[src/rtl/priority_grant_fsm.sv]
// Three-requester arbiter: fixed priority a > b > c, with starvation promotion
// for c, a per-grant hold limit, and a one-cycle GAP between any two grants.
module priority_grant_fsm #(
  parameter int HOLD_MAX   = 8,
  parameter int STARVE_MAX = 4
) (
  input  logic       clk,
  input  logic       rst_n,
  input  logic       req_a,
  input  logic       req_b,
  input  logic       req_c,
  input  logic       done,
  output logic [2:0] gnt,
  output logic [1:0] gnt_id,
  output logic       busy,
  output logic       timeout
);

  localparam logic [7:0] HOLD_LIM   = 8'(HOLD_MAX);
  localparam logic [3:0] STARVE_LIM = 4'(STARVE_MAX);

  localparam logic [2:0] GNT_A = 3'b001;
  localparam logic [2:0] GNT_B = 3'b010;
  localparam logic [2:0] GNT_C = 3'b100;

  typedef enum logic [1:0] {
    IDLE  = 2'd0,
    GRANT = 2'd1,
    GAP   = 2'd2
  } state_t;

  state_t     state;
  logic [3:0] starve_cnt;
  logic [7:0] hold_cnt;

  logic [2:0] req_vec;
  logic       any_req;
  logic       c_promoted;
  logic [2:0] win_gnt;
  logic [1:0] win_id;
  logic       owner_req;
  logic       release_exit;
  logic       hold_hit;

  assign req_vec    = {req_c, req_b, req_a};
  assign any_req    = |req_vec;
  assign c_promoted = req_c && (starve_cnt == STARVE_LIM);

  // Winner selection; promotion of c overrides the fixed a > b > c order.
  // NOTE: every always_comb output gets a default first so no latch is inferred.
  always_comb begin
    win_gnt = 3'b000;
    win_id  = 2'd0;
    if (c_promoted) begin
      win_gnt = GNT_C;
      win_id  = 2'd3;
    end else if (req_a) begin
      win_gnt = GNT_A;
      win_id  = 2'd1;
    end else if (req_b) begin
      win_gnt = GNT_B;
      win_id  = 2'd2;
    end else if (req_c) begin
      win_gnt = GNT_C;
      win_id  = 2'd3;
    end
  end

  // Exit conditions while holding a grant. A timeout is only flagged when the
  // hold limit is the sole reason for leaving GRANT.
  assign owner_req    = |(gnt & req_vec);
  assign release_exit = done || !owner_req;
  assign hold_hit     = (hold_cnt == HOLD_LIM);

  // NOTE: sequential state uses non-blocking assignments so all registers
  // update together from pre-edge values.
  always_ff @(posedge clk or negedge rst_n) begin
    if (!rst_n) begin
      state      <= IDLE;
      gnt        <= 3'b000;
      gnt_id     <= 2'd0;
      busy       <= 1'b0;
      timeout    <= 1'b0;
      starve_cnt <= 4'd0;
      hold_cnt   <= 8'd0;
    end else begin
      case (state)
        IDLE: begin
          timeout <= 1'b0;
          if (any_req) begin
            state    <= GRANT;
            gnt      <= win_gnt;
            gnt_id   <= win_id;
            busy     <= 1'b1;
            hold_cnt <= 8'd1;
            if (win_gnt == GNT_C) begin
              starve_cnt <= 4'd0;
            end else if (req_c && (starve_cnt != STARVE_LIM)) begin
              starve_cnt <= starve_cnt + 4'd1;
            end
          end else begin
            gnt    <= 3'b000;
            gnt_id <= 2'd0;
            busy   <= 1'b0;
          end
        end

        GRANT: begin
          if (release_exit || hold_hit) begin
            state    <= GAP;
            gnt      <= 3'b000;
            gnt_id   <= 2'd0;
            busy     <= 1'b1;
            timeout  <= hold_hit && !release_exit;
            hold_cnt <= 8'd0;
          end else begin
            hold_cnt <= hold_cnt + 8'd1;
          end
        end

        GAP: begin
          state   <= IDLE;
          gnt     <= 3'b000;
          gnt_id  <= 2'd0;
          busy    <= 1'b0;
          timeout <= 1'b0;
        end

        default: begin
          state    <= IDLE;
          gnt      <= 3'b000;
          gnt_id   <= 2'd0;
          busy     <= 1'b0;
          timeout  <= 1'b0;
          hold_cnt <= 8'd0;
        end
      endcase
    end
  end

endmodule

[config.mk]
export PLATFORM = sky130hd
export DESIGN_NAME = priority_grant_fsm
export DESIGN_NICKNAME = d
export VERILOG_FILES = /design/src/rtl/priority_grant_fsm.sv
export SDC_FILE = /design/constraint.sdc
export NUM_CORES = 1
export LEC_CHECK = 0
export ABC_CLOCK_PERIOD_IN_PS = 5150
export CAP_MARGIN = 20
export CORE_MARGIN = 1
export CORE_UTILIZATION = 45
export DETAILED_ROUTE_END_ITERATION = 16
export HOLD_SLACK_MARGIN = 0.03
export PLACE_DENSITY_LB_ADDON = 0.05
export SYNTH_ARGS = -nofsm -noshare
export SYNTH_HDL_FRONTEND = slang
export SYNTH_SLANG_ARGS = --single-unit
export TNS_END_PERCENT = 10
[constraint.sdc]
create_clock -name clk -period 5.15 [get_ports clk]
set_input_delay 1.03 -clock clk [delete_from_list [all_inputs] [get_ports clk]]
set_output_delay 1.03 -clock clk [all_outputs]
set_load 0.02 [all_outputs]
After elaboration in Yosys (flattened, before gate mapping)
Index checks and enable logic that the tools add are counted.
{ "classes": {"mul": 0, "n_addsub": 2, "n_bitwise": 2, "n_eq_ne": 8, "muxes": 27, "shifts": 0, "div_mod_pow": 0, "n_reduce_logical": 14, "magnitude_cmp": 0} }
{ "ops": {"columns": ["operator", "n"], "rows": [
  ["one-hot mux 8 bit (3 select lines)", 1],
  ["two-way mux 3 bit", 6],
  ["two-way mux 2 bit", 8],
  ["two-way mux 8 bit", 2],
  ["adder 8 x 1 -> 8 bit (second input constant)", 1],
  ["equality test 8 x 4 -> 1 bit (second input constant)", 1],
  ["two-way mux 4 bit", 2],
  ["one-hot mux 2 bit (2 select lines)", 2],
  ["one-hot mux 3 bit (2 select lines)", 1],
  ["OR reduction 3 bit", 2],
  ["adder 4 x 1 -> 4 bit (second input constant)", 1],
  ["equality test 4 x 3 -> 1 bit (second input constant)", 1],
  ["two-way mux 1 bit", 4],
  ["!= test 2 bit (second input constant)", 2],
  ["!= test 4 x 3 -> 1 bit (second input constant)", 1],
  ["AND reduction 2 bit", 2],
  ["bitwise AND 3 bit", 1],
  ["equality test 3 bit (second input constant)", 1],
  ["logical AND 1 bit", 3],
  ["AND reduction 3 bit", 1],
  ["equality test 2 x 1 -> 1 bit (second input constant)", 1],
  ["equality test 2 bit (second input constant)", 1],
  ["zero test 1 bit", 2],
  ["zero test 2 bit", 1],
  ["4 further kinds", 5]
]} }
{ "word_totals": {"wordCells": 60, "latchBits": 0, "memories": 0, "output_inout_bits": 7, "input_bits": 6, "romBits": 0, "ram_bits": 0, "regBits": 21} }

Logic depth before layout (Yosys ltp)
Gate-level depths: netlist of the first run.
{ "depth": {"ltp_word": 8, "ltp_mapped": 7, "depth_no_buf": 6} }

Worst setup path before layout of the first run
No wires, ideal clock.
{ "synth_timing": {"path_kind": "input port to flip-flop", "from": "input port req_c", "to": "register hold_cnt[4]", "required_ns": 5.024, "setup_slack_ns": 2.833, "path_stages": 6, "setup_ns": 0.126, "path_buffers": 2, "arrival_time_ns": 2.191, "cell_sequence": "clkbuf_2 -> a222oi_1 -> nor3_2 -> and2_1 -> buf_6 -> a221o_1"} }
{ "synth_via": {"elab_chain_cells": 7, "elab_cells_between_ends": 10, "cone_classes": "1 x eq/ne; 2 x mux; 1 x bitwise; 6 x reduce/logical"} }
{ "synth_lines": {"columns": ["item", "line", "rtl"], "rows": [
  ["start, declared", "11", "input logic req_c,"],
  ["bitwise AND 3 bit", "71", "assign owner_req = |(gnt & req_vec);"],
  ["OR reduction 3 bit", "71", null],
  ["zero test 1 bit", "72", "assign release_exit = done || !owner_req;"],
  ["logical OR 1 bit", "72", null],
  ["logical OR 1 bit", "109", "if (release_exit || hold_hit) begin"],
  ["two-way mux 8 bit", "109", null],
  ["one-hot mux 8 bit (3 select lines)", "87", "case (state)"],
  ["end signal, assigned", "117", "hold_cnt <= hold_cnt + 8'd1;"],
  ["end, declared", "34", "logic [7:0] hold_cnt;"]
]} }
Several ways; a longest one is shown, not always the timed one.
A chain may end at the register's enable or synchronous reset.

Worst setup path in the final report of the first run
{ "layout_timing": {"from": "input port req_a", "to": "register busy"} }
{ "layout_via": {"elab_chain_cells": 6, "elab_cells_between_ends": 9, "cone_classes": "1 x eq/ne; 2 x mux; 1 x bitwise; 5 x reduce/logical"} }
{ "layout_lines": {"columns": ["item", "line", "rtl"], "rows": [
  ["start, declared", "9", "input logic req_a,"],
  ["bitwise AND 3 bit", "71", null],
  ["OR reduction 3 bit", "71", null],
  ["zero test 1 bit", "72", null],
  ["logical OR 1 bit", "72", null],
  ["logical OR 1 bit", "109", null],
  ["!= test 2 bit (no source line)", null, null],
  ["end signal, assigned", "82", "busy <= 1'b0;"],
  ["end signal, assigned", "104", "busy <= 1'b0;"],
  ["end signal, assigned", "113", "busy <= 1'b1;"],
  ["end, declared", "15", "output logic busy,"]
]} }
Several ways; a longest one is shown, not always the timed one.

==> metrics.cfg, run 1 <==
[clock_tree]
cts_resized = 0
cts_buffer_depth = 2
hold_buffers = 0
htreeDepth = 1
clkSinkCount = 21
worst_skew_pair.late_latency_ns = 0.30
path_clk_slew_ns = 0.11
cts_root_buf = clkbuf_4
cts_buffers = 3
cts_tree = yes
cts_setup_buffers = 0

[global_routing]
grt_pass1_vias = 780
grt_pass1_wl_um = 3684
grt_max_degree = 22
grt-ovfl-total = 0
grt_util_all_layers_pct = 19.06
antenna_found_initial = 0

[worst_setup_path]
critPathCapture = busy
startpoint = req_a
path_cells = clkdlybuf4s50_1 -> a222oi_1 -> nor3_2 -> and2_1 -> a221oi_1
regToRegSetupSlack_ns = 3.19
cp-start-kind = input pin
cp.required_ns = 5.31
rr_startpoint = hold_cnt[0]
critPathTopFamily = simple AND/OR/NAND/NOR gates
worst-path-max-fanout = 10
path_class = input pin to flop
end_kind = flop
cp_data_arrival_time_ns = 2.87
cpPeakStageDelay_ns = 0.60
r2r_cells = 6
r2r_end = hold_cnt[4]
worst_path_max_delay_cell = clkdlybuf4s50_1
worst-path-buf-inv = 1
cp_num_cells = 5

[status]
status = finished clean

[sta]
slew_headroom_pct = 36.94
rsz0062_at_grt = no
final.setup.tns_ns = 0
fin_skew_ns = 0.001437
fmax_ghz = 0.3691
hold_viol_final = 0
setup_violations = 0
min_period_ns = 2.709
tightest_slew_ns = 0.9429
fin_crit_sh_pct = 52.61
worst_slack_ns = 2.441
slew_viol_final = 0

[yosys]
synth_mux_area_share_pct = 0
yosysWarnings = 0
synthesis.area_mm2 = 0.001100
syn_inst = 114
synth_fa_ha_area_share_pct = 4.551
synth_seq_area_share_pct = 47.78
post-synth-top-count-cell = dfrtp_1
synth.avg_cell_area_um2 = 9.647
syn_nets = 124
synth_common_cells = 21 x dfrtp_1, 12 x nand2_1, 8 x o21ai_0
yosysTopAreaCellShare_pct = 47.78
synth_seq_cells = 21
synth_top_family_by_area = simple AND/OR/NAND/NOR gates
synth_xor_area_share_pct = 0
yosysTopAreaCell = dfrtp_1
async_reset_ff_share_pct = 100.0
synth_ff_type = dfrtp_1
synthSimpleGateAreaFrac_pct = 23.09
synth_compound_area_share_pct = 20.36
synth_cell_types = 36
synth_edf_count = 0
synthTopCellsByArea = dfrtp_1 48%, ha_1 4.6%, nand2_1 4.1%

[power]
power_mw = 0.4984
power.ir.vdd_worst_v = 0.0003006
p_leak_nw = 0.5268
power.density_mw_per_mm2 = 396.4

[drt]
drc = 0
drtPass1Iterations = 4
vias = 891
via_per_inst = 5.786
wirelength_um = 2172
wl_per_cell_um = 14.10
ant_nets = 0
drt_iter0_markers = 39

[floorplan]
fp.dieArea_mm2 = 0.002646
die_h_um = 51.44
rows = 17
core_area_mm2 = 0.002255
chipWidth_um = 51.44
initial_core_util_pct = 48.78
io_pins = 13

[layout]
fillers = 218
postLayoutCoreUtil_pct = 55.77
diodes = 0
multi_input_area_um2 = 528.0
stdcell_area_mm2 = 0.001257
drive_gt1_share_pct = 6.349
final-seq-area_um2 = 525.5
synthToLayoutAreaGrowth_pct = 14.33
final_nets = 137

[min_path]
holdCritPathClass = flop to flop

[placement]
postPlaceCellArea_mm2 = 0.001231
numPortBuffers = 12
post-place-ws_ns = 2.152
dp_hpwl_um = 1607
place.gp.congestion = 0.8181

[flow_run]
cap_violations = 0

[worst register-to-register path: cells and delay by family, from the launching register on]
family	cells	cell delay, ns
buf+inv	1	0.08
fa+ha+maj	1	0.14
simple gates	3	0.82
compound gates	1	0.37
flops	1	0.44
[area by class of cell]
type                    instances  area share [%]
inverters                       6           1.791
multi-input cells              83           41.99
well taps                      28           2.786
clock buffers                   4           2.090
repair buffers                 12           9.552
flip-flops and latches         21           41.79
[flip-flops by register name (all words and copies together), names as in the netlist]
name and flops:
hold_cnt 8, starve_cnt 4, gnt 3, gnt_id 2
state 2, busy 1, timeout 1
[worst min path at each step]
stage | start | endpoint | slack, ns | depth (start not counted)
floorplan | hold_cnt[6] | hold_cnt[6] | 0.47 | 1
global placement | gnt_id[0] | gnt_id[0] | 0.48 | 1
detailed placement | gnt_id[0] | gnt_id[0] | 0.48 | 1
CTS | gnt_id[0] | gnt_id[0] | 0.51 | 1
global route | gnt_id[0] | gnt_id[0] | 0.51 | 1
finish | gnt_id[0] | gnt_id[0] | 0.50 | 1
[through the flow]
step	hold WS, ns	std cells
after floorplan	0.4731	114
after global placement	0.4799	150
after detailed placement	0.4801	150
after CTS	0.5086	154
after global routing	0.5138	154
final	0.5033	154
[cells by family after synthesis]
family,count (synthesis)
AOI/OAI and AO/OA,32
adders and majority gates,4
buffers and inverters,10
DFF,21
and+or+nand+nor,47
[routing by layer]
metal  global-route usage, %  share of wire, %  vias to the layer above
li1                        -                 -                      444
met2                   25.97                41                       25
met5                       0                 0                        -
met1                   28.89                53                      420
met3                   6.250               5.5                        2
met4                   4.054              0.74                        0
[cell usage in the layout, fill, tap and decap left out, types with 3 or more instances in the layout]
cell              n
a21oi_1           4
a22o_1            3
a31oi_1           3
clkbuf_4          3
clkdlybuf4s50_1  12
dfrtp_1          21
ha_1              4
inv_1             6
nand2_1          12
nand2b_1          3
nand3_1           6
nor2_1            7
nor3_1            3
o21ai_0           8
o2bb2ai_1         3
or2_2             3
[report_power, final]
group	internal [mW]	total [mW]	switching [mW]
Combinational	0.0800	0.174	0.0944
Clock	0.0302	0.0777	0.0476
Sequential	0.203	0.246	0.0428
Total	0.314	0.498	0.185
Power figures use the tool's default switching activity.
==> run 2, diff against run 1 <==
--- a/config.mk
+++ b/config.mk
@@ -5,7 +5,7 @@
 export SDC_FILE = /design/constraint.sdc
 export NUM_CORES = 1
 export LEC_CHECK = 0
-export ABC_CLOCK_PERIOD_IN_PS = 5150
+export ABC_CLOCK_PERIOD_IN_PS = 2200
 export CAP_MARGIN = 20
 export CORE_MARGIN = 1
 export CORE_UTILIZATION = 45
==> constraint.sdc (replaced) <==
create_clock -name clk -period 2.2 [get_ports clk]
set_input_delay 0.44 -clock clk [delete_from_list [all_inputs] [get_ports clk]]
set_output_delay 0.44 -clock clk [all_outputs]
set_load 0.02 [all_outputs]
==> run 2 against run 1 <==
Clock skew grew 0.0057 ns; critical path type is now flop to flop; routed wire length shrank 3.1%; non-clock buffer count up 7; first-iteration DRC count is 64% lower; sequential cell count did not move; total power up 130%; final cell count up 4.5%; final area up 4.2%; clock-buffer cell count unchanged; clock power up 130%.
==> metrics.cfg, run 2 (synthesized netlist as in run 1, its figures left out) <==
[drt]
drc = 0  ; unchanged
ant_nets = 0  ; unchanged
vias = 908  ; +1.9%
drtPass1Iterations = 4  ; unchanged
wl_per_cell_um = 13.07  ; -7.3%
wirelength_um = 2105  ; -3.1%
drt_iter0_markers = 14  ; -64%
via_per_inst = 5.640  ; -2.5%

[clock_tree]
worst_skew_pair.late_latency_ns = 0.30  ; about the same
clkSinkCount = 21  ; unchanged
cts_buffer_depth = 2  ; unchanged
path_clk_slew_ns = 0.11  ; about the same
cts_tree = yes
cts_buffers = 3  ; unchanged
hold_buffers = 0  ; unchanged
cts_root_buf = clkbuf_4
htreeDepth = 1  ; unchanged
cts_setup_buffers = 0  ; unchanged
cts_resized = 0  ; unchanged

[worst_setup_path]
critPathTopFamily = simple AND/OR/NAND/NOR gates
end_kind = flop
path_cells = inv_1 -> ha_1 -> nor4bb_1 -> nand2_1 -> and2_1 -> a221o_1
cp-start-kind = flop
path_class = flop to flop
worst_path_max_delay_cell = dfrtp_1
cp.required_ns = 2.39  ; -2.92 ns
worst-path-buf-inv = 1  ; unchanged
cpPeakStageDelay_ns = 0.45  ; -0.15 ns
cp_data_arrival_time_ns = 2.13  ; -0.74 ns
worst-path-max-fanout = 10  ; unchanged

[floorplan]
core_area_mm2 = 0.002255  ; unchanged
rows = 17  ; unchanged
die_h_um = 51.44  ; unchanged
io_pins = 13  ; unchanged
fp.dieArea_mm2 = 0.002646  ; unchanged
chipWidth_um = 51.44  ; unchanged
initial_core_util_pct = 48.78  ; unchanged

[layout]
synthToLayoutAreaGrowth_pct = 19.11
largest_reg_flops = 8  ; unchanged
drive_gt1_share_pct = 11.28  ; +4.9 points
final_nets = 144  ; +5.1%
fillers = 221  ; +1.4%
layout_common_cells = 21 x dfrtp_1, 12 x nand2_1, 12 x clkdlybuf4s50_1
registers.top_by_ff_count = hold_cnt
diodes = 0  ; unchanged
layout_commonest_cell = dfrtp_1
postLayoutCoreUtil_pct = 58.10  ; +2.3 points
reg.largest.list = hold_cnt (8), starve_cnt (4), gnt (3)
final_cells = 161  ; +4.5%

[global_routing]
grt-ovfl-total = 0  ; unchanged
grt_max_degree = 22  ; unchanged
antenna_found_initial = 0  ; unchanged
grt_pass1_wl_um = 3712  ; +0.76%
grt_pass1_vias = 842  ; +7.9%
grt_util_all_layers_pct = 19.01  ; -0.054 points

[sta]
setup_violations = 0  ; unchanged
fin_skew_ns = 0.007138  ; +0.005701 ns
tightest_slew_ns = 0.3721  ; -0.5707 ns
whs_ns = 0.4662  ; -0.03707 ns
slew_viol_final = 0  ; unchanged
final.setup.tns_ns = 0  ; unchanged
slew_headroom_pct = 75.19  ; +38 points
rsz0062_at_grt = no
fin_crit_sh_pct = 88.23
min_period_ns = 1.941
worst_slack_ns = 0.2589  ; -2.182 ns
fmax_ghz = 0.5152
hold_viol_final = 0  ; unchanged

[placement]
place.gp.congestion = 0.8295  ; +1.4%
post-place-ws_ns = 0.06597  ; -2.086 ns
dp_hpwl_um = 1573  ; -2.1%
numPortBuffers = 12  ; unchanged
dp.cells = 157  ; +4.7%

[power]
power.density_mw_per_mm2 = 892.4  ; +130%
power.ir.vdd_worst_v = 0.0006068  ; +100%
p_leak_nw = 0.5616  ; +6.6%

[status]
status = finished clean

[flow_run]
cap_violations = 0  ; unchanged

[min_path]
holdCritPathClass = input pin to async pin

[run 2: changes by cell type in the layout (fill, tap and decap cells not counted), sizes merged]
cell / delta
buf: +7
[run 2: layer usage]
| metal | part of all wire [%] | vias to the layer above | global-route usage [%] |
|---|---|---|---|
| met1 | 52 | 429 | 27.51 |
| met5 | 0 | - | 0 |
| met2 | 41 | 20 | 27.49 |
| met4 | 0.67 | 0 | 4.054 |
| met3 | 5.4 | 2 | 6.250 |
| li1 | - | 457 | - |
[run 2: cell type report]
class                           instances  area, um2  area share (%)
Multi-Input combinational cell         83      528.0           40.31
Clock buffer                            4      26.28           2.006
Timing Repair Buffer                   19      172.7           13.18
Sequential cell                        21      525.5           40.11
Inverter                                6      22.52           1.719
Tap cell                               28      35.03           2.674
[run 2: metrics by stage]
| stage | cell area (um2) | power (mW) |
|---|---|---|
| global route | 1310 | 1.266 |
| detailed placement | 1284 | 0.9968 |
| finish | 1310 | 1.169 |
| CTS | 1310 | 1.184 |
| global placement | 1284 | 0.9948 |
| floorplan | 1100 | 0.8362 |
[run 2: worst paths after layout]
path | startpoint | cells past startpoint | slack [ns] | end
worst max-delay path | hold_cnt[0] | 6 | 0.26 | hold_cnt[4]
worst min-delay path | rst_n | 2 | 0.47 | hold_cnt[7]
worst max register to register | hold_cnt[0] | 6 | 0.26 | hold_cnt[4]
worst min register to register | gnt_id[0] | 1 | 0.50 | gnt_id[0]
max in group asynchronous | rst_n | 2 | 1.51 | hold_cnt[4]
min in group clk | gnt_id[0] | 1 | 0.50 | gnt_id[0]
[run 2: worst reg2reg max path: stages, from the launching register on]
cell	delay, ns
dfrtp_1	0.45
inv_1	0.08
ha_1	0.14
nor4bb_1	0.36
nand2_1	0.16
and2_1	0.29
a221o_1	0.36
[run 2: where the power goes]
group | internal [mW] | leakage, nW | switching [mW]
registers | 0.476 | 0.274 | 0.0965
clock network | 0.0707 | 0.0150 | 0.108
logic | 0.196 | 0.273 | 0.222
total | 0.743 | 0.562 | 0.426
==> run 3, diff against run 2 <==
--- a/config.mk
+++ b/config.mk
@@ -15,4 +15,4 @@
 export SYNTH_ARGS = -nofsm -noshare
 export SYNTH_HDL_FRONTEND = slang
 export SYNTH_SLANG_ARGS = --single-unit
-export TNS_END_PERCENT = 10
+export TNS_END_PERCENT = 50
==> results of run 3 <==
Final layout, timing and power as in run 2 (identical DEF).
